### config.mk
export PLATFORM = sky130hd
export DESIGN_NAME = regfile_wr_decoder_mp
export DESIGN_NICKNAME = d
export VERILOG_FILES = /design/src/rtl/regfile_pkg.sv /design/src/rtl/regfile_addr_decode.sv /design/src/rtl/regfile_wr_decoder_mp.sv
export SDC_FILE = /design/constraint.sdc
export NUM_CORES = 1
export LEC_CHECK = 0
export CORE_MARGIN = 2
export CORE_UTILIZATION = 44
export DETAILED_ROUTE_END_ITERATION = 10
export GPL_TIMING_DRIVEN = 0
export PLACE_DENSITY = 0.88
export RECOVER_POWER = 100
export SYNTH_ARGS = -nofsm -noshare
export SYNTH_HDL_FRONTEND = slang
export SYNTH_SLANG_ARGS = --single-unit
### constraint.sdc
create_clock -name clock -period 4.71 [get_ports clock]
set_clock_uncertainty 0.15 [all_clocks]
set_input_delay 0.7065 -clock clock [delete_from_list [all_inputs] [get_ports clock]]
set_output_delay 0.7065 -clock clock [all_outputs]
set_load 0.03 [all_outputs]
### src/rtl/regfile_pkg.sv
// Shared types and helpers for the multi-port register-file write decoder.
// Holds the hold-slot bundle and the one-hot decode helper.
package regfile_pkg;

  localparam int REGFILE_ADDR_W   = 5;
  localparam int REGFILE_NUM_REGS = 32;

  typedef struct packed {
    logic                      valid;
    logic [REGFILE_ADDR_W-1:0] addr;
  } hold_t;

  function automatic logic [REGFILE_NUM_REGS-1:0] onehot_decode(
    input logic [REGFILE_ADDR_W-1:0] addr
  );
    logic [REGFILE_NUM_REGS-1:0] oh;
    oh       = '0;
    oh[addr] = 1'b1;
    return oh;
  endfunction

endpackage

### src/rtl/regfile_addr_decode.sv
// Combinational ADDR_W-to-NUM_REGS decoder with enable.
// One instance per write port.
module regfile_addr_decode
  import regfile_pkg::*;
#(
  parameter int ADDR_W = REGFILE_ADDR_W
) (
  input  logic                 en,
  input  logic [ADDR_W-1:0]    addr,
  output logic [2**ADDR_W-1:0] onehot
);

  localparam int NUM_REGS = 2 ** ADDR_W;

  always_comb begin
    onehot = '0;
    if (en) begin
      onehot = NUM_REGS'(1) << addr;
    end
  end

endmodule

### src/rtl/regfile_wr_decoder_mp.sv
// Multi-port registered write-enable decoder with per-port hold slots.
// Optional REGFILE_ZERO_GUARD_EN: address 0 is consumed without an enable.
module regfile_wr_decoder_mp
  import regfile_pkg::*;
#(
  parameter int ADDR_W    = REGFILE_ADDR_W,
  parameter int NUM_PORTS = 2,
  parameter int CNT_W     = 16
) (
  input  logic                            clock,
  input  logic                            ctrl_reset,
  input  logic [NUM_PORTS-1:0]            wr_valid,
  input  logic [NUM_PORTS*ADDR_W-1:0]     wr_addr,
  output logic [NUM_PORTS-1:0]            wr_ready,
  output logic [NUM_PORTS*(2**ADDR_W)-1:0] we_onehot,
  output logic [2**ADDR_W-1:0]            we_any,
  output logic [CNT_W-1:0]                collision_cnt
);

  localparam int NUM_REGS = 2 ** ADDR_W;
  localparam int DEF_W    = $clog2(NUM_PORTS + 1);

`ifdef REGFILE_ZERO_GUARD_EN
  localparam bit ZERO_GUARD = 1'b1;
`else
  localparam bit ZERO_GUARD = 1'b0;
`endif

  hold_t [NUM_PORTS-1:0]             hold_q;
  hold_t [NUM_PORTS-1:0]             hold_d;
  logic  [NUM_PORTS-1:0]             cand_v;
  logic  [NUM_PORTS-1:0]             cand_held;
  logic  [NUM_PORTS-1:0][ADDR_W-1:0] cand_addr;
  logic  [NUM_PORTS-1:0]             issue;
  logic  [NUM_REGS-1:0]              used;
  logic  [NUM_REGS-1:0]              oh;
  logic                              zero;
  logic  [DEF_W-1:0]                 n_def;
  logic  [NUM_PORTS*NUM_REGS-1:0]    dec_oh;
  logic  [NUM_REGS-1:0]              any_d;
  logic  [CNT_W:0]                   cnt_sum;
  logic  [CNT_W-1:0]                 cnt_d;

  always_comb begin
    wr_ready  = '0;
    cand_v    = '0;
    cand_held = '0;
    cand_addr = '0;
    for (int p = 0; p < NUM_PORTS; p++) begin
      wr_ready[p]  = !hold_q[p].valid && !ctrl_reset;
      cand_held[p] = hold_q[p].valid;
      cand_v[p]    = hold_q[p].valid || (wr_valid[p] && wr_ready[p]);
      cand_addr[p] = hold_q[p].valid ? hold_q[p].addr
                                     : wr_addr[p*ADDR_W +: ADDR_W];
    end
  end

  // Held entries rank ahead of fresh ones; within a class, lower port first.
  always_comb begin
    hold_d = hold_q;
    issue  = '0;
    used   = '0;
    oh     = '0;
    zero   = 1'b0;
    n_def  = '0;
    for (int pass = 0; pass < 2; pass++) begin
      for (int p = 0; p < NUM_PORTS; p++) begin
        if (cand_v[p] && (cand_held[p] == (pass == 0))) begin
          oh   = onehot_decode(cand_addr[p]);
          zero = ZERO_GUARD && (cand_addr[p] == '0);
          if (zero) begin
            hold_d[p].valid = 1'b0;
          end else if ((used & oh) != '0) begin
            hold_d[p].valid = 1'b1;
            hold_d[p].addr  = cand_addr[p];
            n_def           = n_def + DEF_W'(1);
          end else begin
            used            = used | oh;
            issue[p]        = 1'b1;
            hold_d[p].valid = 1'b0;
          end
        end
      end
    end
  end

  for (genvar p = 0; p < NUM_PORTS; p++) begin : g_dec
    regfile_addr_decode #(
      .ADDR_W(ADDR_W)
    ) u_dec (
      .en    (issue[p]),
      .addr  (cand_addr[p]),
      .onehot(dec_oh[p*NUM_REGS +: NUM_REGS])
    );
  end

  always_comb begin
    any_d = '0;
    for (int p = 0; p < NUM_PORTS; p++) begin
      any_d = any_d | dec_oh[p*NUM_REGS +: NUM_REGS];
    end
  end

  always_comb begin
    cnt_sum = {1'b0, collision_cnt}
            + {{(CNT_W + 1 - DEF_W){1'b0}}, n_def};
    cnt_d   = cnt_sum[CNT_W] ? '1 : cnt_sum[CNT_W-1:0];
  end

  always_ff @(posedge clock) begin
    if (ctrl_reset) begin
      hold_q        <= '0;
      we_onehot     <= '0;
      we_any        <= '0;
      collision_cnt <= '0;
    end else begin
      hold_q        <= hold_d;
      we_onehot     <= dec_oh;
      we_any        <= any_d;
      collision_cnt <= cnt_d;
    end
  end

endmodule

==> qor.txt, run 1 <==
# rows = 39
Final HPWL DP = 11300 µm
Int Pwr = 1.86 mW
final worst-path setup slack = 118 ps
DP Worst Slack = -1340 ps
CTS clk-pin slew, worst paths = 60 ps
slack of the worst reg-to-reg path = 150 ps
fillers = 924
CTS tree = yes
hold path cells = 2
Post-Syn Nets = 543
Arrival @ worst endpoint = 4790 ps
PwrDens = 341 nW/µm²
max-slew violations = 0
Highest Clock Rate = 218 MHz
Post-synth top cells = dfxtp_1 (124), nor2_1 (76), o22ai_1 (28)
vias in the first global route = 4545
Post-Synthesis Cells = 525
layout overhead on the synthesized area = 45.5%
hold crit path type = flip-flop to flip-flop
first-pass GRT wire length = 24200 µm
clk sinks = 124
clk_lat worst skew = 420 ps
# diodes = 0
Top cell by count, worst path = nand2_2
maximum vdd drop = 194 µV
NetSw = 0.635 mW
largest net degree at the start of global routing = 17
xor/xnor cell area share of the yosys netlist = 0.0314
Crit Reg-Reg Endpoint = collision_cnt[1]
Post-Syn Area = 5030 µm²
synth unique cells = 63
Adder-Cell Fraction of Synth Area = 0.0114
Antenna Violating Nets Remaining = 0
Slew headroom = 0.281
1st-pass router iterations = 5
WL final = 15800 µm
dpl cells = 792
DRC Markers = 0
Hold Path Sink = hold_q[0]
Clk pwr share = 0.497
max-cap check violation count = 0
Ys Warns = 0
initial antenna violation count = 0
post-synth top area share = 0.494
Top Ports = 128
reg2reg path depth = 17
CORE AREA = 11300 µm²
DIE AREA = 12300 µm²
dominant synthesized flop cell = dfxtp_1
Synth Area in Simple Gates = 0.225
H-tree depth = 4
Initial Util = 0.446
main area contributors after synthesis = dfxtp_1 (49%), nor2_1 (5.7%), o22ai_1 (3.5%)
Cell Count, Final, Fillers Out = 839
outcome = finished clean
CP Max Fanout = 8
Flop pwr share = 0.426
Seq/Total Area, Yosys = 0.494
share of cells above drive strength 1 = 0.155
Final Critical Period = 4590 ps
switching share of power = 0.255
final setup violation count = 0
Slew @ Worst Pin = 1070 ps
worst path required time = 4910 ps
via count = 4786
crit start category = input port
Critical-path top delay cell = dlygate4sd2_1
Setup CP Type = input port to flip-flop
average size of a mapped cell = 9.58 µm²
CP Buf/Inv Count = 2
Yosys top cell by area = dfxtp_1
hold path start = hold_q[0]
Via density = 5.70
number of synthesized flops with an enable pin = 0
CTS buffer count = 17
Hold WS = 415 ps
Synth Area in Compound Gates = 0.176
Wirelength per Cell = 18.8 µm
Crit path max-delay family = compound AO/OA/AOI/OAI gates
Leakage = 3.08 nW
root buf cell = clkbuf_16
post-route core utilization = 0.649
period utilisation layout = 0.975
reg-to-reg startpoint = cand_held[0]
GRT Residual Overflow = 0
CP Cell Sequence = dlygate4sd2_1 > and4bb_2 > o22ai_1 > a211oi_1 > a2111o_1 > a2111oi_4 > nand2_2 > nand2_2 > nand2_1 > ha_1 > a32oi_2 > xnor2_1 > ha_2 > fa_2 > nand4_1 > or3_4 > buf_4 > a21oi_1
Die W = 111 µm
nets = 701
critical path capture point type = flip-flop
I/O Buffers = 124
most frequent cell after synthesis = dfxtp_1
Max stage delay on crit path = 450 ps
Final Hold Fails = 0
GRT Overall Usage = 0.249
Synth Register Bits = 124
Async SR Flop Fraction = 0
largest family of logic cells by synthesized area = simple AND/OR/NAND/NOR gates
GP Congestion = 0.937
Comb pwr share = 0.076
DRT iter0 DRCs = 318
multiplexer area fraction after synthesis = 0.0199
clock buffer depth = 2
Die Ht = 111 µm
[cell usage in the layout, fill, tap and decap left out, drive strengths merged, types with 8 or more instances in the layout]
cell and n:
nor2 77, a21oi 22, nand3 9, o22ai 28, inv 20, o21ai 8
clkbuf 35, xnor2 9, nor3b 9, nand2 25, dlygate4sd3 114, dfxtp 124
nor3 26, buf 27, o32ai 20, xor2 9, mux2i 10, nand2b 16
[kinds of logic after synthesis]
kind of cell	count (synthesis)
DFF	124
AOI/OAI and AO/OA	115
adders and majority gates	4
xor gates and xnor gates	18
buffers and inverters	43
muxes	10
and+or+nand+nor	211
[flip-flops by register name, indices dropped and copies added (netlist names)]
signal         count
hold_q            10
we_any            32
collision_cnt     16
we_onehot         64
cand_held          2
[tightest hold or removal path: stages (launching register included)]
cell and delay [ps]:
dfxtp_2 370, nand2b_1 80, mux2i_1 70
[how the worst max path moves through the flow]
stage | from | to | slack [ps] | cells past startpoint
floorplan | wr_addr[4] | collision_cnt[10] | 40 | 18
global placement | wr_addr[3] | collision_cnt[5] | -1250 | 19
detailed placement | wr_addr[3] | collision_cnt[13] | -1340 | 19
CTS | wr_addr[8] | collision_cnt[13] | 4 | 18
global route | wr_addr[1] | collision_cnt[1] | -60 | 18
finish | wr_addr[1] | collision_cnt[1] | 120 | 18
[power groups by stage]
| stage | sequential (mW) | combinational, mW | clock, mW |
|---|---|---|---|
| 2_1_floorplan | 1.11 | 0.0916 | 0 |
| 3_3_place_gp | 1.09 | 0.179 | 0 |
| 3_5_place_dp | 1.09 | 0.181 | 0 |
| 4_1_cts | 1.06 | 0.190 | 1.25 |
| 5_1_grt | 1.06 | 0.202 | 1.30 |
| 6_report | 1.06 | 0.190 | 1.24 |
[area by class of cell]
class	count	area, µm²	area share
Sequential cell	124	2480	0.339
Buffer	29	150	0.0205
Clock inverter	14	135	0.0185
Timing Repair Buffer	139	1360	0.185
Clock buffer	18	429	0.0587
Multi-Input combinational cell	358	2530	0.346
Inverter	14	52.6	0.00718
Tap cell	143	179	0.0245
[through the flow]
stage                     instance area [µm²]  TNS, ps  total power [mW]
after global placement                   6450   -18090              1.26
after CTS                                7190        0              2.50
after floorplan                          5030        0              1.20
after global routing                     7320     -310              2.57
after detailed placement                 6450   -19290              1.27
final                                    7320        0              2.49
[repair_timing]
item / CTS / global route
endpoints found under the setup margin: 16 / 16
hold buffers: 0 / 0
gates cloned: 0 / 1
buffers inserted: 9 / 5
gates resized for setup: 26 / 37
pin swaps: 9 / 7
[layer usage]
| metal | global-route usage | vias to the layer above | wire (µm) |
|---|---|---|---|
| li1 | - | 2226 | - |
| met1 | 0.316 | 2322 | 6660 |
| met2 | 0.419 | 205 | 7830 |
| met3 | 0.0514 | 33 | 944 |
| met4 | 0.0925 | 0 | 335 |
| met5 | 0 | - | 0 |
Note: power is estimated with default switching activity, not from simulation.
==> run 2, diff against run 1 <==
Settings changed: CORE_UTILIZATION 44 to 49, PLACE_DENSITY 0.88 to 0.92.
Clock period 4.71 ns to 5.1 ns, I/O delays scaled along.
==> qor.txt, run 2 (synthesis gave the netlist of run 1 again) <==
outcome = finished clean
commonest non-fill, non-tap cells in the layout = dfxtp_1 (124), dlygate4sd3_1 (112), nor2_1 (76), o22ai_1 (27), nor3_1 (26)
Slew @ Worst Pin = 942 ps (-133 ps)
metal3 WL = 1240 µm (+32%)
Top Metal Used = met4
nets = 697 (-0.57%)
H-tree depth = 4 (unchanged)
DRT iter0 DRCs = 397 (+25%)
DIE AREA = 11100 µm² (-9.8%)
slack of the worst reg-to-reg path = 230 ps (+80 ps)
fillers = 677 (-27%)
max-slew violations = 0 (unchanged)
Setup CP Type = input port to flip-flop
area of the multi-input gates = 2440 µm² (-3.5%)
DRC Markers = 0 (unchanged)
Antenna Violating Nets Remaining = 0 (unchanged)
GRT Overall Usage = 0.291 (+0.0422)
Die Ht = 105 µm (-5.1%)
Via density = 5.98 (+4.8%)
Final Hold Fails = 0 (unchanged)
GRT Residual Overflow = 0 (unchanged)
CP Buf/Inv Count = 2 (unchanged)
CTS buffer count = 17 (unchanged)
met2 routed WL = 7740 µm (-1.2%)
Die W = 105 µm (-5.1%)
# diodes = 0 (unchanged)
wl on met1 = 6300 µm (-5.3%)
clock buffer depth = 2 (unchanged)
vias in the first global route = 4710 (+3.6%)
PwrDens = 325 nW/µm² (-4.7%)
reg-to-reg startpoint = cand_held[0]
Final Critical Period = 4900 ps
Hold WS = 425 ps (+9.41 ps)
Crit Reg-Reg Endpoint = collision_cnt[9]
Slew headroom = 0.363 (+0.0828)
root buf cell = clkbuf_8
Max stage delay on crit path = 630 ps (+180 ps)
Top Registers = we_onehot: 64 flops, we_any: 32 flops, collision_cnt: 16 flops
1st-pass router iterations = 5 (unchanged)
critical path depth = 17 (-1)
Initial Util = 0.510 (+0.0636)
commonest non-fill, non-tap cell in the layout = dfxtp_1
Final Power = 2.35 mW (-5.8%)
Crit path max-delay family = compound AO/OA/AOI/OAI gates
Reg with most FFs = we_onehot
crit start category = input port
reg2reg path depth = 18 (+1)
layout overhead on the synthesized area = 43.8%
Reg area = 2480 µm² (about the same)
Leakage = 3.05 nW (-0.83%)
# rows = 36 (-7.7%)
share of cells above drive strength 1 = 0.136 (-0.0191)
clk_lat worst skew = 520 ps (+100 ps)
CP Max Fanout = 10 (+2)
Top Ports = 128 (unchanged)
I/O Buffers = 124 (unchanged)
crit path launch = wr_addr[6]
period utilisation layout = 0.961
Critical Path End = collision_cnt[9]
Arrival @ worst endpoint = 5200 ps (+410 ps)
CORE AREA = 9860 µm² (-12%)
max-cap check violation count = 0 (unchanged)
CP Cell Sequence = clkdlybuf4s50_1 > nor3_1 > a21oi_1 > nor2_1 > a2111oi_4 > nand2_2 > nand2_1 > nand2_1 > ha_1 > a32oi_1 > xnor2_1 > ha_1 > fa_2 > nand4_1 > or3_4 > buf_2 > a21oi_1
CTS tree = yes
final setup violation count = 0 (unchanged)
CTS clk-pin slew, worst paths = 60 ps (about the same)
Highest Clock Rate = 204 MHz
clk sinks = 124 (unchanged)
Critical-path top delay cell = clkdlybuf4s50_1
Final HPWL DP = 11700 µm (+3.7%)
hold crit path type = flip-flop to flip-flop
max FFs per register = 64 (unchanged)
worst path required time = 5400 ps (+490 ps)
setup TNS = 0 ps (unchanged)
Wirelength per Cell = 19.4 µm (+3.1%)
GP Congestion = 0.991 (+5.8%)
via count = 4926 (+2.9%)
WL final = 16000 µm (+1.3%)
first-pass GRT wire length = 25000 µm (+3.3%)
maximum vdd drop = 187 µV (-3.9%)
initial antenna violation count = 0 (unchanged)
CTS Hold Buffers Added = 0 (unchanged)
critical path capture point type = flip-flop
largest net degree at the start of global routing = 17 (unchanged)
-- run 2: layout make-up --
type                       count  share of cell area
sequential                   124               0.343
multi-input combinational    358               0.338
timing repair buffer         135               0.184
clock buffer                  18              0.0578
buffer                        29              0.0234
tap                          133              0.0230
clock inverter                13              0.0228
inverter                      14             0.00727
-- run 2: worst min path at each step --
stage,startpoint,end,slack (ps),cells after the start
6_report,collision_cnt[14],collision_cnt[14],420,2
4_1_cts,collision_cnt[14],collision_cnt[14],420,2
5_1_grt,collision_cnt[14],collision_cnt[14],450,2
3_3_place_gp,collision_cnt[14],collision_cnt[14],380,2
3_5_place_dp,collision_cnt[14],collision_cnt[14],400,2
2_1_floorplan,hold_q[2],hold_q[2],360,2
-- run 2: routing by layer --
layer | vias up | global-route usage
met5 | - | 0
met1 | 2360 | 0.340
met2 | 279 | 0.482
li1 | 2222 | -
met4 | 0 | 0.150
met3 | 65 | 0.0878
-- run 2: per-stage QoR --
step | util | cell area (µm²) | instances | setup slack (ps)
final | 0.733 | 7230 | 824 | 199
after global routing | 0.733 | 7230 | 824 | -11.5
after CTS | 0.718 | 7090 | 816 | 3.23
after detailed placement | 0.652 | 6430 | 782 | -1070
after global placement | 0.652 | 6430 | 782 | -945
after floorplan | - | 5030 | 525 | 369
-- run 2: power breakdown --
part	total (mW)	switching, mW	internal, mW
sequential	0.982	0.00305	0.979
combinational	0.181	0.118	0.0627
clock	1.19	0.440	0.745
total	2.35	0.561	1.79
-- run 2: worst register-to-register path, stage by stage (launching register included) --
cell	delay (ps)
dfxtp_1	480
buf_2	270
nor3b_1	80
a31oi_1	460
a211oi_1	140
a2111o_1	440
a2111oi_4	320
nand2_2	150
nand2_1	120
nand2_1	70
ha_1	310
a32oi_1	210
xnor2_1	150
ha_1	210
fa_2	270
nand4_1	180
or3_4	460
buf_2	210
a21oi_1	150
-- run 2: what timing repair did --
item,4_1_cts,5_1_grt
setup endpoints to repair,16,16
buffers inserted,3,8
pin swaps,4,3
hold endpoints to repair,0,0
resized for setup,9,18
